===== src/rtl/serial_addsub_unit_pkg.sv =====
// Shared definitions for the bit-serial add/subtract unit: default width and
// the controller state encoding (the unused code 2'd3 falls back to IDLE).
package serial_addsub_unit_pkg;

    localparam int DEFAULT_WIDTH = 4;

    typedef enum logic [1:0] {
        ST_IDLE = 2'd0,
        ST_RUN  = 2'd1,
        ST_DONE = 2'd2
    } state_t;

endpackage


===== src/rtl/full_adder_gate.sv =====
// Single-bit full adder cell, shared across all bit positions of the serial unit.
module full_adder_gate (
    input  logic a,
    input  logic b,
    input  logic cin,
    output logic sum,
    output logic cout
);

    assign sum  = a ^ b ^ cin;
    assign cout = (a & b) | (a & cin) | (b & cin);

endmodule


===== src/rtl/serial_addsub_unit.sv =====
// Bit-serial adder/subtractor: one full adder reused for WIDTH cycles, LSB first,
// with valid/ready handshakes on both the request and the response side.
module serial_addsub_unit
    import serial_addsub_unit_pkg::*;
#(
    parameter int WIDTH = DEFAULT_WIDTH,
    parameter int CNT_W = 5
) (
    input  logic             clk,
    input  logic             rst_n,
    input  logic             in_valid,
    output logic             in_ready,
    input  logic [WIDTH-1:0] a,
    input  logic [WIDTH-1:0] b,
    input  logic             cin,
    input  logic             sub,
    output logic             out_valid,
    input  logic             out_ready,
    output logic [WIDTH-1:0] result,
    output logic             cout,
    output logic             overflow
);

    state_t           state;
    state_t           state_next;
    logic [CNT_W-1:0] cnt;
    logic [WIDTH-1:0] op_a;
    logic [WIDTH-1:0] op_b;
    logic             carry;
    logic             sub_r;
    logic             msb_cin;
    logic             fa_sum;
    logic             fa_cout;
    logic             last_bit;
    logic             pre_msb_bit;

    full_adder_gate u_fa (
        .a    (op_a[0]),
        .b    (op_b[0]),
        .cin  (carry),
        .sum  (fa_sum),
        .cout (fa_cout)
    );

    assign last_bit    = (cnt == CNT_W'(WIDTH - 1));
    assign pre_msb_bit = (cnt == CNT_W'(WIDTH - 2));

    always_ff @(posedge clk or negedge rst_n) begin
        if (!rst_n) begin
            state <= ST_IDLE;
        end else begin
            state <= state_next;
        end
    end

    always_comb begin
        state_next = state;
        in_ready   = 1'b0;
        out_valid  = 1'b0;
        case (state)
            ST_IDLE: begin
                in_ready = 1'b1;
                if (in_valid) begin
                    state_next = ST_RUN;
                end
            end
            ST_RUN: begin
                if (last_bit) begin
                    state_next = ST_DONE;
                end
            end
            ST_DONE: begin
                out_valid = 1'b1;
                if (out_ready) begin
                    state_next = ST_IDLE;
                end
            end
            default: state_next = ST_IDLE;
        endcase
    end

    // Subtraction is a + ~b + !cin; the borrow is the inverted final carry,
    // while overflow uses the raw carries into and out of the MSB.
    always_ff @(posedge clk or negedge rst_n) begin
        if (!rst_n) begin
            cnt      <= '0;
            op_a     <= '0;
            op_b     <= '0;
            carry    <= 1'b0;
            sub_r    <= 1'b0;
            msb_cin  <= 1'b0;
            result   <= '0;
            cout     <= 1'b0;
            overflow <= 1'b0;
        end else begin
            case (state)
                ST_IDLE: begin
                    if (in_valid) begin
                        op_a  <= a;
                        op_b  <= sub ? ~b : b;
                        sub_r <= sub;
                        carry <= sub ? ~cin : cin;
                        cnt   <= '0;
                    end
                end
                ST_RUN: begin
                    result <= {fa_sum, result[WIDTH-1:1]};
                    op_a   <= op_a >> 1;
                    op_b   <= op_b >> 1;
                    carry  <= fa_cout;
                    cnt    <= cnt + CNT_W'(1);
                    if (pre_msb_bit) begin
                        msb_cin <= fa_cout;
                    end
                    if (last_bit) begin
                        cout     <= fa_cout ^ sub_r;
                        overflow <= msb_cin ^ fa_cout;
                    end
                end
                default: ;
            endcase
        end
    end

endmodule

===== config.mk =====
export PLATFORM = sky130hd
export DESIGN_NAME = serial_addsub_unit
export DESIGN_NICKNAME = d
export VERILOG_FILES = /design/src/rtl/serial_addsub_unit_pkg.sv /design/src/rtl/full_adder_gate.sv /design/src/rtl/serial_addsub_unit.sv
export SDC_FILE = /design/constraint.sdc
export NUM_CORES = 1
export LEC_CHECK = 0
export CAP_MARGIN = 20
export CORE_ASPECT_RATIO = 0.9
export CORE_MARGIN = 2
export CORE_UTILIZATION = 45
export CTS_CLUSTER_DIAMETER = 50
export DETAILED_ROUTE_END_ITERATION = 6
export PLACE_DENSITY_LB_ADDON = 0.15
export SLEW_MARGIN = 5
export SYNTH_ARGS = -nofsm -noshare
export SYNTH_HDL_FRONTEND = slang
export SYNTH_SLANG_ARGS = --single-unit

===== constraint.sdc =====
create_clock -name clk -period 1.9 [get_ports clk]
set_input_delay 0.285 -clock clk [delete_from_list [all_inputs] [get_ports clk]]
set_output_delay 0.285 -clock clk [all_outputs]
set_load 0.005 [all_outputs]

# After elaboration in Yosys (flattened, before gate mapping)
# Index checks and enable logic that the tools add are counted.
[op_classes]
n_reduce_logical = 7
mux = 16
eq_ne = 7
add_sub_neg = 1
bitwise_logic = 11
[op_table]
columns = ["operator", "count"]
rows = [
  ["case mux 4 bit (2 select lines)", 2],
  ["2-to-1 mux 4 bit", 3],
  ["equality test 5 x 2 -> 1 bit (second input constant)", 2],
  ["case mux 5 bit (2 select lines)", 1],
  ["AND reduction 2 bit", 4],
  ["2-to-1 mux 2 bit", 3],
  ["!= test 2 bit (second input constant)", 3],
  ["case mux 2 bit (3 select lines)", 1],
  ["adder 5 x 1 -> 5 bit (second input constant)", 1],
  ["2-to-1 mux 5 bit", 1],
  ["2-to-1 mux 1 bit", 4],
  ["NOT 4 bit", 1],
  ["bitwise XOR 1 bit", 4],
  ["AND 1 bit", 3],
  ["AND reduction 3 bit", 1],
  ["equality test 2 x 1 -> 1 bit (second input constant)", 1],
  ["equality test 2 bit (second input constant)", 1],
  ["zero test 2 bit", 1],
  ["OR 1 bit", 2],
  ["case mux 1 bit (2 select lines)", 1],
  ["nonzero test 2 bit", 1],
  ["NOT 1 bit", 1],
]
[word_totals]
word_cells = 52
output_inout_bits = 8
input_bits = 14
reg_bits = 24

# Logic depth before layout (Yosys ltp)
# Gate-level depths: netlist (run 1).
[depth]
ltp_word = 4
mapped_depth = 5
ltp_nobuf = 4

# Hierarchy
# From an unflattened synthesis (run 1), not the netlist that was laid out.
[unflattened]
hier_cells = 111
hier_area_um2 = 1158.6
[modules_own_cells]
columns = ["module", "instances", "area_each_um2", "cells_each", "seq_area_each_um2"]
rows = [
  ["serial_addsub_unit", 1, 1138.6, 110, 600.6],
  ["full_adder_gate", 1, 20.0, 1, 0.0],
]

# Worst setup path after synthesis (run 1)
# OpenSTA, ideal clock, no wires.
[synth_path]
path_type = "reg-to-reg"
start = "register carry"
end = "register cout"
stages_incl_launch_ff = 4
arrival_ns = 1.297
synth_period_minus_slack_ns = 1.424
required_time_ns = 1.772
setup_ns = 0.128
n_path_buf = 0
setup_slack_ns = 0.476
path_cell_list = "dfrtp_1 > fa_1 > xor2_1 > mux2_1"
[synth_via]
elab_chain_len = 4
word_cells_on_any_way = 5
cone_classes = "bitwise: 5"
[synth_rtl]
columns = ["item", "line", "source"]
rows = [
  ["start, declared", "serial_addsub_unit.sv:29", "logic carry;"],
  ["start signal, assigned", "serial_addsub_unit.sv:102", "carry <= sub ? ~cin : cin;"],
  ["start signal, assigned", "serial_addsub_unit.sv:110", "carry <= fa_cout;"],
  ["AND 1 bit", "full_adder_gate.sv:11", "assign cout = (a & b) | (a & cin) | (b & cin);"],
  ["OR 1 bit", "full_adder_gate.sv:11", ""],
  ["OR 1 bit (*)", "full_adder_gate.sv:11", ""],
  ["named net fa_cout", "serial_addsub_unit.sv:33", "logic fa_cout;"],
  ["bitwise XOR 1 bit (*)", "serial_addsub_unit.sv:116", "cout <= fa_cout ^ sub_r;"],
  ["end signal, assigned", "serial_addsub_unit.sv:116", ""],
  ["end, declared", "serial_addsub_unit.sv:20", "output logic cout,"],
]
# The timed path passes the listed nets; every way through them passes the cells marked *.
# A chain may end at the register's enable or synchronous reset.

# Final worst setup path (run 1)
[layout_path]
start = "register state[0]"
end = "output port out_valid"
[layout_via]
elab_chain_len = 2
[layout_rtl]
columns = ["item", "line", "source"]
rows = [
  ["start, declared", "serial_addsub_unit.sv:24", "state_t state;"],
  ["start signal, assigned", "serial_addsub_unit.sv:52", "state <= state_next;"],
  ["equality test 2 bit", "serial_addsub_unit.sv:60", "case (state)"],
  ["2-to-1 mux 1 bit", "serial_addsub_unit.sv:60", ""],
  ["end, declared", "serial_addsub_unit.sv:17", "output logic out_valid,"],
]
# Every way passes these cells.

==> results of run 1 <==
## worst max-delay path: stages (launching register included)
cell             delay, ns
dfrtp_1               0.44
nand2b_1              0.17
inv_1                 0.05
clkdlybuf4s50_1       0.49
## path summary, 6_finish.rpt
path / startpoint / endpoint / cells past startpoint
max reg2reg: carry / overflow / 3
min in group clk: result[0] / result[0] / 2
min reg2reg: result[0] / result[0] / 2
max in group asynchronous: rst_n / result[3] / 2
max: state[0] / out_valid / 3
min: rst_n / state[0] / 2
## cell families (layout without fill, tap and decap cells)
family,count (synthesis),after routing,share of synthesized area
xor gates and xnor gates,7,7,0.0539
DFF,24,24,0.528
buffers and inverters,10,34,0.0429
and+or+nand+nor,35,35,0.145
muxes,6,6,0.0605
AOI/OAI and AO/OA,19,19,0.130
adders and majority gates,3,3,0.0396
## cell type report
cell class | count | area [um^2] | share of cell area
Multi-Input combinational cell | 70 | 488 | 0.345
Clock buffer | 3 | 22.5 | 0.0159
Sequential cell | 24 | 601 | 0.425
Inverter | 5 | 18.8 | 0.0133
Tap cell | 28 | 35.0 | 0.0248
Timing Repair Buffer | 26 | 248 | 0.175
## power breakdown
part	total (uW)	internal (uW)	switching [uW]
logic	1050	548	501
clock network	224	74.1	150
registers	932	742	190
total	2210	1360	842
## registers in the layout (all words and copies together), names as in the netlist
name,count
carry,1
cnt,5
cout,1
msb_cin,1
op_a,4
op_b,4
overflow,1
result,4
state,2
sub_r,1
## synth_stat cells (all sizes together) (3+ instances only)
cell type / instances / area [um^2]
a21oi: 4 / 20.0
a221o: 4 / 40.0
buf: 5 / 30.0
dfrtp: 24 / 601
inv: 5 / 18.8
mux2: 4 / 48.8
nand2: 17 / 63.8
nand3: 6 / 30.0
nor2: 5 / 18.8
o21ai: 5 / 25.0
o22ai: 3 / 37.5
xnor2: 5 / 43.8
## stage by stage
stage / power, uW / util / instance area [um^2]
floorplan: 1580 / - / 1140
global placement: 1950 / 0.573 / 1390
detailed placement: 1990 / 0.573 / 1390
CTS: 2220 / 0.583 / 1410
global route: 2380 / 0.583 / 1410
finish: 2210 / 0.583 / 1410
## layer usage
layer | track usage | up-vias | wire length (um)
li1 | - | 402 | -
met1 | 0.235 | 404 | 1060
met2 | 0.287 | 21 | 1100
met3 | 0.0274 | 2 | 102
met4 | 0.0698 | 0 | 11
met5 | 0 | - | 0
==> metrics.md, run 1 <==
| Metric | Value |
|---|---|
| Max Transition Viols Final | `0` |
| First-pass GRT wire length | `3880 um` |
| CTS resizes | `0` |
| Initial antenna violation count | `0` |
| # H-tree levels | `1` |
| Row count | `17` |
| Asr flop ratio synth | `1.00` |
| IO Port Bufs | `21` |
| Final WL | `about 2300 um` |
| Setup WS post-layout | `0.155 ns` |
| Post-synthesis net count | `approximately 120` |
| Die area | `0.00295 mm^2` |
| Startpoint types | `register` |
| Commonest non-fill, non-tap cell in the layout | `dfrtp_1` |
| Pre-CTS setup slack | `a little over 0.2 ns` |
| N_diodes | `0` |
| Clock Skews | `0.00450 ns` |
| HP Class | `in -> async` |
| Final critical-path required period | `between 1.5 and 2 ns` |
| Layout Nets | `147` |
| Pre-antenna DRT Iters | `4` |
| Power Density | `1560 mW/mm^2` |
| Area growth from synthesis to layout | `24.2%` |
| R2R setup slack | `0.38 ns` |
| Critical path arrival | `about 1.5 ns` |
| CTS tree | `built` |
| Die X | `57.0 um` |
| Placed cell count | `153` |
| Post-synthesis instance area | `0.00114 mm^2` |
| Max-Cap Viols | `0` |
| Slew @ Worst Pin | `0.616 ns` |
| Status | `finished, final reports clean` |
| Die Y | `51.7 um` |
| Final Hold Vio Count | `0` |
| Core region area | `0.00242 mm^2` |
| Routed len/inst | `14.6 um` |
| Final ANT Viol Nets | `0` |
| Post-synth EDFFs | `0` |
| Placed wire-length estimate | `1620 um` |
| Avg Inst Size Synth | `roughly 11 um^2` |
| Max Freq | `573 MHz` |
| Final Non-Filler Cells | `156` |
| Tot GR Track Use | `0.175` |
| I/O pins | `22` |
| Vias per inst | `5.31` |
| Setup violators final | `0` |
| Clock Latency Late Sink | `0.31 ns` |
| Final hold slack | `0.313 ns` |
| Setup bufs post-CTS | `0` |
| Synth warn | `0` |
| Crit Path Max Fanout | `6` |
| VDD IR max | `0.910 mV` |
| Cts-stage hold buffer count | `0` |
| #FFs+latches synth | `24` |
| Leakage | `0.000668 uW` |
| Starting Density | `0.469` |
| Via count | `829` |
| Fraction of layout cells with a size suffix above 1 | `0.109` |
| GPL Wtd Cong | `0.762` |
| Seq/Total Area, Yosys | `0.528` |
| Ratio of final minimum period to clock period | `0.919` |
| Vias in the first global route | `815` |
| Root Buffer | `clkbuf_4` |
| DR DRC count | `0` |
| Total gr overflow | `0` |
| Slew headroom | `0.589` |
| Worst Setup End Kind | `output port` |
| Largest net degree at the start of global routing | `25` |
| RSZ-0062 raised after global routing | `false` |
| Clk sinks | `24` |
| CP required | `1.62 ns` |
| Kind of critical path | `reg -> out` |
| Highest-count cells in the layout ignoring fill and taps | `24 x dfrtp_1, 21 x clkdlybuf4s50_1, 17 x nand2_1` |
| Synth Flop Type | `dfrtp_1` |
| Fill count | `about 230` |
| Distinct cells, synth | `27` |
| Setup_tns | `0 ns` |
| 1st-iter DRT viols | `21` |
| Mapped Cells | `104` |
| CTS Buf Count | `3` |
| Clock buffer depth | `2` |
| Clk slew on worst S/H paths | `0.13 ns` |
(Power assumes the default switching activity.)
==> run 2, diff against run 1 <==
--- a/config.mk
+++ b/config.mk
@@ -7,7 +7,7 @@
 export LEC_CHECK = 0
 export CAP_MARGIN = 20
 export CORE_ASPECT_RATIO = 0.9
-export CORE_MARGIN = 2
+export CORE_MARGIN = 1
 export CORE_UTILIZATION = 45
 export CTS_CLUSTER_DIAMETER = 50
 export DETAILED_ROUTE_END_ITERATION = 6
@@ -15,4 +15,5 @@
 export SLEW_MARGIN = 5
 export SYNTH_ARGS = -nofsm -noshare
 export SYNTH_HDL_FRONTEND = slang
+export SYNTH_HIERARCHICAL = 1
 export SYNTH_SLANG_ARGS = --single-unit
==> run 2 against run 1 <==
  * Count of clock-buffer cells in the layout unchanged
  * Hold slack lost 0.021 ns
  * Utilization up 1.5 points
  * Die area shrank 5.6%
  * Final cell count is 5.1% higher
  * Register-to-register slack about the same
==> metrics.md, run 2 <==
| Metric | Value |
|---|---|
| Status | `finished, final reports clean` |
| Avg Inst Size Synth | `10.4 um^2` |
| Root Buffer | `clkbuf_4` |
| Tot Pwr | `approximately 2200 uW` |
| Setup violators final | `0` |
| Worst Setup End Kind | `output port` |
| Cts-stage hold buffer count | `0` |
| Largest net degree at the start of global routing | `25` |
| Vias in the first global route | `848` |
| Starting Density | `0.474` |
| Die Y | `50.1 um` |
| CTS Buf Count | `3` |
| Power Density | `1500 mW/mm^2` |
| 1st-iter DRT viols | `23` |
| Largest register by flop count | `cnt` |
| Slew @ Worst Pin | `between 0.4 and 0.5 ns` |
| CTS tree | `built` |
| #FFs+latches synth | `24` |
| Final hold slack | `0.292 ns` |
| I/O pins | `22` |
| Critical path arrival | `1.54 ns` |
| Final ANT Viol Nets | `0` |
| Most area-consuming cells after synthesis | `dfrtp_1 52%, nand2_1 5.5%, mux2_2 3.9%` |
| Row count | `17` |
| DR DRC count | `0` |
| Max-Cap Viols | `0` |
| Routed len/inst | `approximately 13 um` |
| Max Transition Viols Final | `0` |
| CP max stage cell | `clkdlybuf4s50_1` |
| N_diodes | `0` |
| Setup_tns | `0 ns` |
| Max FFs per register | `5` |
| R2R setup slack | `0.37 ns` |
| CP dominant cell by count | `inv_1` |
| Post-synthesis net count | `128` |
| Max Freq | `549 MHz` |
| Fraction of layout cells with a size suffix above 1 | `0.140` |
| Final WL | `2100 um` |
| FF+latch area | `603 um^2` |
| Via count | `869` |
| Initial antenna violation count | `0` |
| HP Class | `in -> async` |
| Worst stage delay on the critical path | `0.48 ns` |
| Clock Latency Late Sink | `0.32 ns` |
| First-pass GRT wire length | `roughly 3800 um` |
| Placed cell count | `157` |
| Slew headroom | `0.678` |
| Ratio of final minimum period to clock period | `0.958` |
| Synth warn | `6` |
| Pre-antenna DRT Iters | `4` |
| Final Hold Vio Count | `0` |
| Vias per inst | `5.30` |
| Post-synth top cells | `24 x dfrtp_1, 17 x nand2_1, 8 x o21ai_0` |
| CP required | `1.62 ns` |
| Startpoint types | `register` |
| Clk slew on worst S/H paths | `0.14 ns` |
| Post-synthesis instance area | `~0.0012 mm^2` |
| Final Non-Filler Cells | `around 160` |
| Leakage | `0.000668 uW` |
| Layout Nets | `approximately 150` |
| # H-tree levels | `1` |
| Crit Path Max Fanout | `7` |
| Final critical-path required period | `1.82 ns` |
| Share of Yosys cell area claimed by the top area cell type | `0.518` |
| Fill count | `~220` |
| Die X | `between 50 and 60 um` |
| Leading area contributor after synthesis | `dfrtp_1` |
| IO Port Bufs | `21` |
| Synth Flop Type | `dfrtp_1` |
| Cell area after layout | `approximately 0.0015 mm^2` |
| Placed wire-length estimate | `around 1500 um` |
| Area after DPL | `0.00139 mm^2` |
| VDD IR max | `1.09 mV` |
| Die area | `between 0.002 and 0.003 mm^2` |
| Area of the multi-input gates | `502 um^2` |
| Clock buffer depth | `2` |
| Seq/Total Area, Yosys | `0.518` |
| Clk sinks | `24` |
| Clock Skews | `0.00970 ns` |
| GPL Wtd Cong | `between 0.7 and 0.8` |
| Total gr overflow | `0` |
| RSZ-0062 raised after global routing | `false` |
| Kind of critical path | `reg -> out` |
| Distinct cells, synth | `30` |
| Asr flop ratio synth | `1.00` |
| Mapped Cells | `111` |
| Worst-path cell chain | `inv_1 -> nand2_1 -> inv_1 -> clkdlybuf4s50_1` |
| Tot GR Track Use | `0.178` |
| Highest-count cells in the layout ignoring fill and taps | `22 x dfrtp_1, 21 x clkdlybuf4s50_1, 17 x nand2_1` |
| Area growth from synthesis to layout | `26.2%` |
| Post-synth EDFFs | `0` |
| Count leader, synth | `dfrtp_1` |
| Commonest non-fill, non-tap cell in the layout | `dfrtp_1` |
| Core region area | `0.00245 mm^2` |
-- run 2: cell types whose count changed after synthesis, moves of 2 or more --
cell     delta
o22ai_2     -3
xor2_1      +2
mux2_2      +4
a221o_2     +2
o21ai_0     +8
nor2b_1     +4
nand4_1     -2
a221o_1     -2
a22oi_1     +2
o21ai_1     -4
mux2i_1     -2
mux2_1      -3
-- run 2: area by class of cell --
cell class	count	area share
Clock inverter	1	0.0205
Multi-Input combinational cell	77	0.343
Clock buffer	3	0.0154
Timing Repair Buffer	27	0.175
Tap cell	28	0.0240
Inverter	4	0.0103
Sequential cell	24	0.412
-- run 2: worst max-delay path, delay by kind of cell, from the launching register on --
family | cells | cell delay [ns]
flip-flops | 1 | 0.47
buffers and inverters | 3 | 0.66
AND/OR/NAND/NOR | 1 | 0.08
-- run 2: logic make-up (layout without fill, tap and decap cells) --
logic type                 count (synthesis)  in the layout  share of synthesized area
xor gates and xnor gates                   9              9                     0.0680
and+or+nand+nor                           38             38                      0.154
DFF                                       24             24                      0.518
buffers and inverters                     10             35                     0.0486
muxes                                      4              4                     0.0389
AOI/OAI and AO/OA                         23             23                      0.133
adders and majority gates                  3              3                     0.0389
-- run 2: metrics by stage --
stage	setup slack, ns	utilization
after global routing	0.00184	0.598
after CTS	0.0229	0.588
after global placement	0.268	0.566
after floorplan	0.486	-
after detailed placement	0.255	0.566
final	0.0795	0.598
-- run 2: final timing paths --
path | endpoint | start | cells after the start
worst max-delay path | out_valid | state[0] | 4
worst min-delay path | cnt[2] | rst_n | 2
worst max register to register | overflow | op_a[0] | 3
worst min register to register | result[0] | result[0] | 2
max in group asynchronous | state[0] | rst_n | 2
min in group clk | result[0] | result[0] | 2
-- run 2: layer usage --
layer / track usage / wire length [um] / vias up
met4: 0.0375 / 12 / 0
met5: 0 / 0 / -
met1: 0.229 / 1000 / 419
li1: - / - / 424
met2: 0.289 / 957 / 24
met3: 0.0644 / 130 / 2
-- run 2: timing repair --
action | 4_1_cts | 5_1_grt
setup buffers | 0 | 3
resized for setup | 1 | 1
endpoints found under the setup margin | 1 | 1
cloned | 0 | 0
-- run 2: report_power, final --
group          leakage, uW  switching (uW)  internal [uW]
logic             0.000335             429            490
clock network    0.0000279             161            213
registers         0.000305             173            725
